## src/rtl/inspectable_chain_node.sv

```systemverilog
// inspectable_chain_node
//   One link of the inspectable-variable daisy chain. Request words addressed
//   to this node's variable (valid bit clear, variable_index match) are
//   answered with a burst of 16-bit flits taken from a snapshot of var_value.
//   All other words pass through unchanged with one cycle of latency.
//
// Ports
//   clk, rst            clock, asynchronous active-high reset
//   in_valid/in_ready   upstream handshake, in_data = 64-bit InspectableValue
//   out_valid/out_ready downstream handshake, out_data = 64-bit InspectableValue
//   var_value           live contents of the inspected variable
//
// InspectableValue packing, MSB first:
//   retry, last_element, last_flit, valid, flit_index[11:0],
//   element_index[15:0], variable_index[15:0], value[15:0]
module inspectable_chain_node #(
  parameter int VARIABLE_INDEX = 0,
  parameter int DATA_WIDTH     = 40
) (
  input  logic                  clk,
  input  logic                  rst,
  input  logic                  in_valid,
  input  logic [63:0]           in_data,
  output logic                  in_ready,
  output logic                  out_valid,
  output logic [63:0]           out_data,
  input  logic                  out_ready,
  input  logic [DATA_WIDTH-1:0] var_value
);

  localparam int          NUM_FLITS   = (DATA_WIDTH + 15) / 16;
  localparam int          PAD_W       = NUM_FLITS * 16;
  localparam int          IDX_W       = (NUM_FLITS > 1) ? $clog2(NUM_FLITS) : 1;
  localparam logic [11:0] LAST_IDX    = 12'(NUM_FLITS - 1);
  localparam logic [12:0] NUM_FLITS_U = 13'(NUM_FLITS);
  localparam logic [15:0] VAR_IDX     = 16'(VARIABLE_INDEX);

  typedef struct packed {
    logic        retry;
    logic        last_element;
    logic        last_flit;
    logic        valid;
    logic [11:0] flit_index;
    logic [15:0] element_index;
    logic [15:0] variable_index;
    logic [15:0] value;
  } iv_t;

  typedef enum logic {IDLE, BURST} state_t;

  state_t                      state;
  iv_t                         req;
  iv_t                         out_word;
  logic [11:0]                 cnt;
  logic [15:0]                 elem_q;
  logic [PAD_W-1:0]            var_pad;
  logic [NUM_FLITS-1:0][15:0]  live_flits;
  logic [NUM_FLITS-1:0][15:0]  snapshot;
  logic [11:0]                 next_cnt;
  logic                        accept;
  logic                        match;
  logic                        in_range;

  assign req      = iv_t'(in_data);
  assign out_data = out_word;

  // zero-extend so the top flit reads zeros above DATA_WIDTH
  always_comb begin
    var_pad                   = '0;
    var_pad[DATA_WIDTH-1:0]   = var_value;
  end
  assign live_flits = var_pad;

  // rst gates in_ready so nothing is taken while the node is held in reset
  assign in_ready = !rst && (state == IDLE) && (!out_valid || out_ready);
  assign accept   = in_valid && in_ready;
  assign match    = !req.valid && (req.variable_index == VAR_IDX);
  assign in_range = {1'b0, req.flit_index} < NUM_FLITS_U;
  assign next_cnt = cnt + 12'd1;

  function automatic iv_t flit_word(input logic [11:0] idx,
                                    input logic [15:0] elem,
                                    input logic [15:0] val);
    iv_t w;
    w.retry          = 1'b0;
    w.last_element   = 1'b1;
    w.last_flit      = (idx == LAST_IDX);
    w.valid          = 1'b1;
    w.flit_index     = idx;
    w.element_index  = elem;
    w.variable_index = VAR_IDX;
    w.value          = val;
    return w;
  endfunction

  always_ff @(posedge clk or posedge rst) begin
    if (rst) begin
      state     <= IDLE;
      out_valid <= 1'b0;
      out_word  <= '0;
      cnt       <= '0;
      elem_q    <= '0;
      snapshot  <= '0;
    end else begin
      case (state)
        IDLE: begin
          if (accept) begin
            out_valid <= 1'b1;
            if (!match) begin
              out_word <= req;
            end else if (!in_range) begin
              // out-of-range flit: single retry response, value forced to 0
              out_word              <= req;
              out_word.retry        <= 1'b1;
              out_word.last_element <= 1'b1;
              out_word.last_flit    <= 1'b1;
              out_word.valid        <= 1'b1;
              out_word.value        <= '0;
            end else begin
              // first flit comes from the live value, which equals the snapshot
              snapshot <= live_flits;
              cnt      <= req.flit_index;
              elem_q   <= req.element_index;
              out_word <= flit_word(req.flit_index, req.element_index,
                                    live_flits[req.flit_index[IDX_W-1:0]]);
              state    <= BURST;
            end
          end else if (out_valid && out_ready) begin
            out_valid <= 1'b0;
          end
        end
        BURST: begin
          // out_valid is always high here
          if (out_ready) begin
            if (out_word.last_flit) begin
              out_valid <= 1'b0;
              state     <= IDLE;
            end else begin
              cnt      <= next_cnt;
              out_word <= flit_word(next_cnt, elem_q,
                                    snapshot[next_cnt[IDX_W-1:0]]);
            end
          end
        end
        default: state <= IDLE;
      endcase
    end
  end

endmodule

```

## config.mk

```make
export PLATFORM = sky130hd
export DESIGN_NAME = inspectable_chain_node
export DESIGN_NICKNAME = d
export VERILOG_FILES = /design/src/rtl/inspectable_chain_node.sv
export SDC_FILE = /design/constraint.sdc
export NUM_CORES = 1
export LEC_CHECK = 0
export CORE_ASPECT_RATIO = 1.1
export CORE_MARGIN = 2
export CORE_UTILIZATION = 42
export DETAILED_ROUTE_END_ITERATION = 10
export PLACE_DENSITY_LB_ADDON = 0.25
export SLEW_MARGIN = 5
export SYNTH_ARGS = -nofsm -noshare
export SYNTH_HDL_FRONTEND = slang
export SYNTH_SLANG_ARGS = --single-unit
```

## constraint.sdc

```tcl
create_clock -name clk -period 10.95 [get_ports clk]
set_input_delay 1.6425 -clock clk [delete_from_list [all_inputs] [get_ports clk]]
set_output_delay 1.6425 -clock clk [all_outputs]
set_load 0.05 [all_outputs]
```

==> reports/summary.json <==
{
  "power_density": {"value": 166, "unit": "nW/um^2"},
  "cellInternalPower": {"value": 1.06, "unit": "mW"},
  "synth.ff_latch_count": {"value": 134},
  "slew_violations": {"value": 0},
  "layout-area-overhead-vs-synth": {"value": 35.2, "unit": "%"},
  "num_antenna_cells": {"value": 0},
  "worst_ep_required_time": {"value": 9.31, "unit": "ns"},
  "slew-limit-headroom": {"value": 27.1, "unit": "%"},
  "clock_tree.root_cell": {"value": "sky130_fd_sc_hd__clkbuf_16"},
  "viasPerCell": {"value": 5.46},
  "crit_path_max_fanout": {"value": 6},
  "drive_above_1_share": {"value": 7.29, "unit": "%"},
  "peakVddDrop": {"value": 0.000121, "unit": "V"},
  "min_period_over_period": {"value": 47.8, "unit": "%"},
  "min_delay_path_depth": {"value": 2},
  "yosys.area_share.simple": {"value": 21.7, "unit": "%"},
  "synth_warnings": {"value": 0},
  "antenna_violating_nets_post_route": {"value": 0},
  "synthMostInstantiatedCell": {"value": "sky130_fd_sc_hd__nand2_1"},
  "initial_core_utilization": {"value": 42.9, "unit": "%"},
  "status": {"value": "complete, no violations"},
  "io-pin-count": {"value": 174},
  "first_global_vias": {"value": 5938},
  "place.port_buffers": {"value": 173},
  "place_area": {"value": 8510, "unit": "sq um"},
  "number_of_synthesized_flops_with_an_enable_pin": {"value": 0},
  "power.leakage": {"value": 4.09, "unit": "nW"},
  "hold_violations": {"value": 0},
  "route.final.wire_length": {"value": 19.2, "unit": "mm"},
  "dominant_combinational_cell_family_by_area_after_synthesis": {"value": "simple AND/OR/NAND/NOR gates"},
  "synth_xor_xnor_area_share": {"value": 1.43, "unit": "%"},
  "maxCapViolCount": {"value": 0},
  "timing.final.crit_period": {"value": 5.24, "unit": "ns"},
  "post_synth_num_cell_types": {"value": 52},
  "drcViolationCount": {"value": 0},
  "crit_path_start_kind": {"value": "input pin"},
  "cp.arrival": {"value": 3.60, "unit": "ns"},
  "share_clk_of_total_power": {"value": 39.6, "unit": "%"},
  "slowest_stage": {"value": "sky130_fd_sc_hd__clkdlybuf4s50_1"},
  "largest_area_contributor_in_the_synthesized_netlist": {"value": "sky130_fd_sc_hd__dfrtp_1"},
  "synthesis.area_per_instance": {"value": 9.34, "unit": "sq um"},
  "synth_sequential_area_ratio": {"value": 49.7, "unit": "%"},
  "tritoncts_clock_tree": {"value": "built"},
  "synth.net_count": {"value": 833},
  "final_area": {"value": 9130, "unit": "sq um"},
  "max_stage_delay": {"value": 0.86, "unit": "ns"},
  "fp-row-count": {"value": 48},
  "grt_max_degree": {"value": 76},
  "power.combinational.fraction": {"value": 23.3, "unit": "%"},
  "cts_hold_buffers": {"value": 0},
  "swShare": {"value": 30.0, "unit": "%"},
  "grt_setup_unrepaired": {"value": "false"},
  "die_width": {"value": 125, "unit": "um"},
  "drt-initial-drc-count": {"value": 446},
  "cts_setup_buffers": {"value": 0},
  "clk-insertion-delay-late": {"value": 0.41, "unit": "ns"},
  "hold_path_class": {"value": "reg -> reg"},
  "synth_largest_type_area_fraction": {"value": 49.7, "unit": "%"},
  "setup_slack_on_the_worst_flop_to_flop_path": {"value": 7.62, "unit": "ns"},
  "avgRoutedWirePerCell": {"value": 17.8, "unit": "um"},
  "post_synth_mux_area_share": {"value": 5.04, "unit": "%"},
  "gp_congestion": {"value": 0.853},
  "drt_pass1_iterations": {"value": 5},
  "clock-skew-final": {"value": 0.00749, "unit": "ns"},
  "asyncSetResetFlopFracSynth": {"value": 100, "unit": "%"},
  "fin_tns_setup": {"value": 0, "unit": "ns"},
  "nNetsFinal": {"value": 976},
  "detailed_route_via_count": {"value": 5885},
  "total_switching_power": {"value": 0.455, "unit": "mW"},
  "synth-compound-area-share": {"value": 16.9, "unit": "%"},
  "synth.area.top_cells": {"value": "sky130_fd_sc_hd__dfrtp_1, sky130_fd_sc_hd__nand2_1, sky130_fd_sc_hd__mux2i_1, sky130_fd_sc_hd__a22oi_1, sky130_fd_sc_hd__nor2_1"},
  "ctsLongestPathBuffers": {"value": 2},
  "core_area": {"value": 15700, "unit": "sq um"},
  "yosys-top-cells-count": {"value": "sky130_fd_sc_hd__nand2_1, sky130_fd_sc_hd__dfrtp_1, sky130_fd_sc_hd__nor2_1"},
  "synth_area": {"value": 6750, "unit": "sq um"},
  "synth-adder-area-share": {"value": 0.371, "unit": "%"},
  "critical_path.most_common_cell": {"value": "sky130_fd_sc_hd__clkdlybuf4s50_1"},
  "wire_length_of_the_first_global_routing_pass": {"value": 31.5, "unit": "mm"},
  "worst_pin_slew": {"value": 1.09, "unit": "ns"},
  "end_kind": {"value": "primary output"},
  "dp_hpwl": {"value": 12.6, "unit": "mm"},
  "syn-instance-count": {"value": 723},
  "cts.reportedPaths.clkPinSlew": {"value": 0.05, "unit": "ns"},
  "cts_inserted_buffers": {"value": 17},
  "cts.repair.resized": {"value": 0},
  "floorplan.die_area": {"value": 17100, "unit": "sq um"},
  "globalRoute.totalOverflow": {"value": 0},
  "postLayoutCoreUtil": {"value": 58.0, "unit": "%"},
  "clock_tree.htree_level_count": {"value": 4},
  "yosys_most_used_dff": {"value": "sky130_fd_sc_hd__dfrtp_1"},
  "fmaxAchievable": {"value": 191, "unit": "MHz"},
  "seq_power_share": {"value": 37.1, "unit": "%"},
  "finalSetupViolations": {"value": 0},
  "antenna_violations_before_repair": {"value": 0},
  "crit_type": {"value": "in -> out"},
  "gr-usage-all-layers": {"value": 23.1, "unit": "%"},
  "ff_to_ff_path_depth": {"value": 6},
  "dieHeight": {"value": 137, "unit": "um"},
  "clock_sinks": {"value": 134},
  "critical_path_cell_by_cell": {"value": "clkdlybuf4s50_1, inv_1, a211oi_1, clkdlybuf4s50_1"}
}
layer usage:
| metal | track usage, % | part of all wire [%] |
|---|---|---|
| met4 | 8.58 | 2.6 |
| met2 | 37.9 | 47 |
| met5 | 0 | 0 |
| met1 | 31.0 | 45 |
| met3 | 3.79 | 5.0 |
per-stage QoR:
stage | cells | hold WS, ns | worst slack (ns) | power [mW]
CTS | 1078 | 0.465 | 5.72 | 1.53
global route | 1078 | 0.477 | 5.63 | 1.57
detailed placement | 1047 | 0.453 | 5.60 | 0.924
finish | 1078 | 0.464 | 5.71 | 1.51
global placement | 1047 | 0.447 | 5.69 | 0.922
floorplan | 723 | 0.432 | 4.29 | 0.774
cell type report:
type,instances,area (sq um)
Tap cell,200,250
Sequential cell,134,3350
Clock buffer,22,464
Multi-Input combinational cell,524,3080
Timing Repair Buffer,182,1800
Inverter,7,32.5
Clock inverter,9,150
Fill cell,1395,6610
worst paths after layout:
path	from	end
worst min-delay path	snapshot[34]$_DFFE_PP0P_	snapshot[34]$_DFFE_PP0P_
worst max register to register	state$_DFF_PP0_	out_data[9]$_DFFE_PP0P_
max in group asynchronous	rst	out_data[41]$_DFFE_PP0P_
min in group asynchronous	rst	cnt[11]$_DFFE_PP0P_
worst max-delay path	out_ready	in_ready
worst min register to register	snapshot[34]$_DFFE_PP0P_	snapshot[34]$_DFFE_PP0P_
cells in the final DEF (no fill, tap or decap), types with 4 or more instances in the layout:
cell type	count
sky130_fd_sc_hd__nand4_1	4
sky130_fd_sc_hd__nor2_1	41
sky130_fd_sc_hd__a211oi_1	6
sky130_fd_sc_hd__xor2_1	6
sky130_fd_sc_hd__nor2b_1	6
sky130_fd_sc_hd__o31ai_1	19
sky130_fd_sc_hd__a21oi_1	20
sky130_fd_sc_hd__inv_1	5
sky130_fd_sc_hd__a22oi_1	25
sky130_fd_sc_hd__nor4_4	6
sky130_fd_sc_hd__o21ai_0	27
sky130_fd_sc_hd__mux2i_1	25
sky130_fd_sc_hd__nor3_1	19
sky130_fd_sc_hd__xnor2_1	5
sky130_fd_sc_hd__a221o_1	16
sky130_fd_sc_hd__nand3_1	9
sky130_fd_sc_hd__clkbuf_16	17
sky130_fd_sc_hd__dfrtp_1	134
sky130_fd_sc_hd__a22o_1	17
sky130_fd_sc_hd__nand2_1	219
sky130_fd_sc_hd__and3_1	4
sky130_fd_sc_hd__mux2_2	8
sky130_fd_sc_hd__a221oi_1	5
sky130_fd_sc_hd__bufinv_16	4
sky130_fd_sc_hd__clkinv_2	4
sky130_fd_sc_hd__clkdlybuf4s50_1	173
sky130_fd_sc_hd__buf_4	9
cells by family (layout without fill, tap and decap cells):
group / count (synthesis) / count (layout)
buf+inv: 65 / 220
flops: 134 / 134
mux: 33 / 33
xor+xnor: 11 / 11
simple gates: 323 / 323
fa+ha+maj: 2 / 2
compound gates: 155 / 155
power by group through the flow:
stage | Clock [mW] | Combinational, mW | Sequential (mW)
3_5_place_dp | 0 | 0.354 | 0.570
6_report | 0.600 | 0.352 | 0.562
4_1_cts | 0.610 | 0.355 | 0.562
3_3_place_gp | 0 | 0.353 | 0.569
5_1_grt | 0.632 | 0.370 | 0.568
2_1_floorplan | 0 | 0.0737 | 0.701
sequential cells by signal (all words and copies together), names as in the netlist:
name,cells
out_data,64
snapshot,40
elem_q,16
cnt,12
out_valid,1
state,1
worst max-delay path: cells and delay by family:
kind / cells / cell delay (ns)
buffers and inverters: 3 / 1.62
AO/OA/AOI/OAI: 1 / 0.32
No activity file was read; power rests on OpenSTA's default activity.
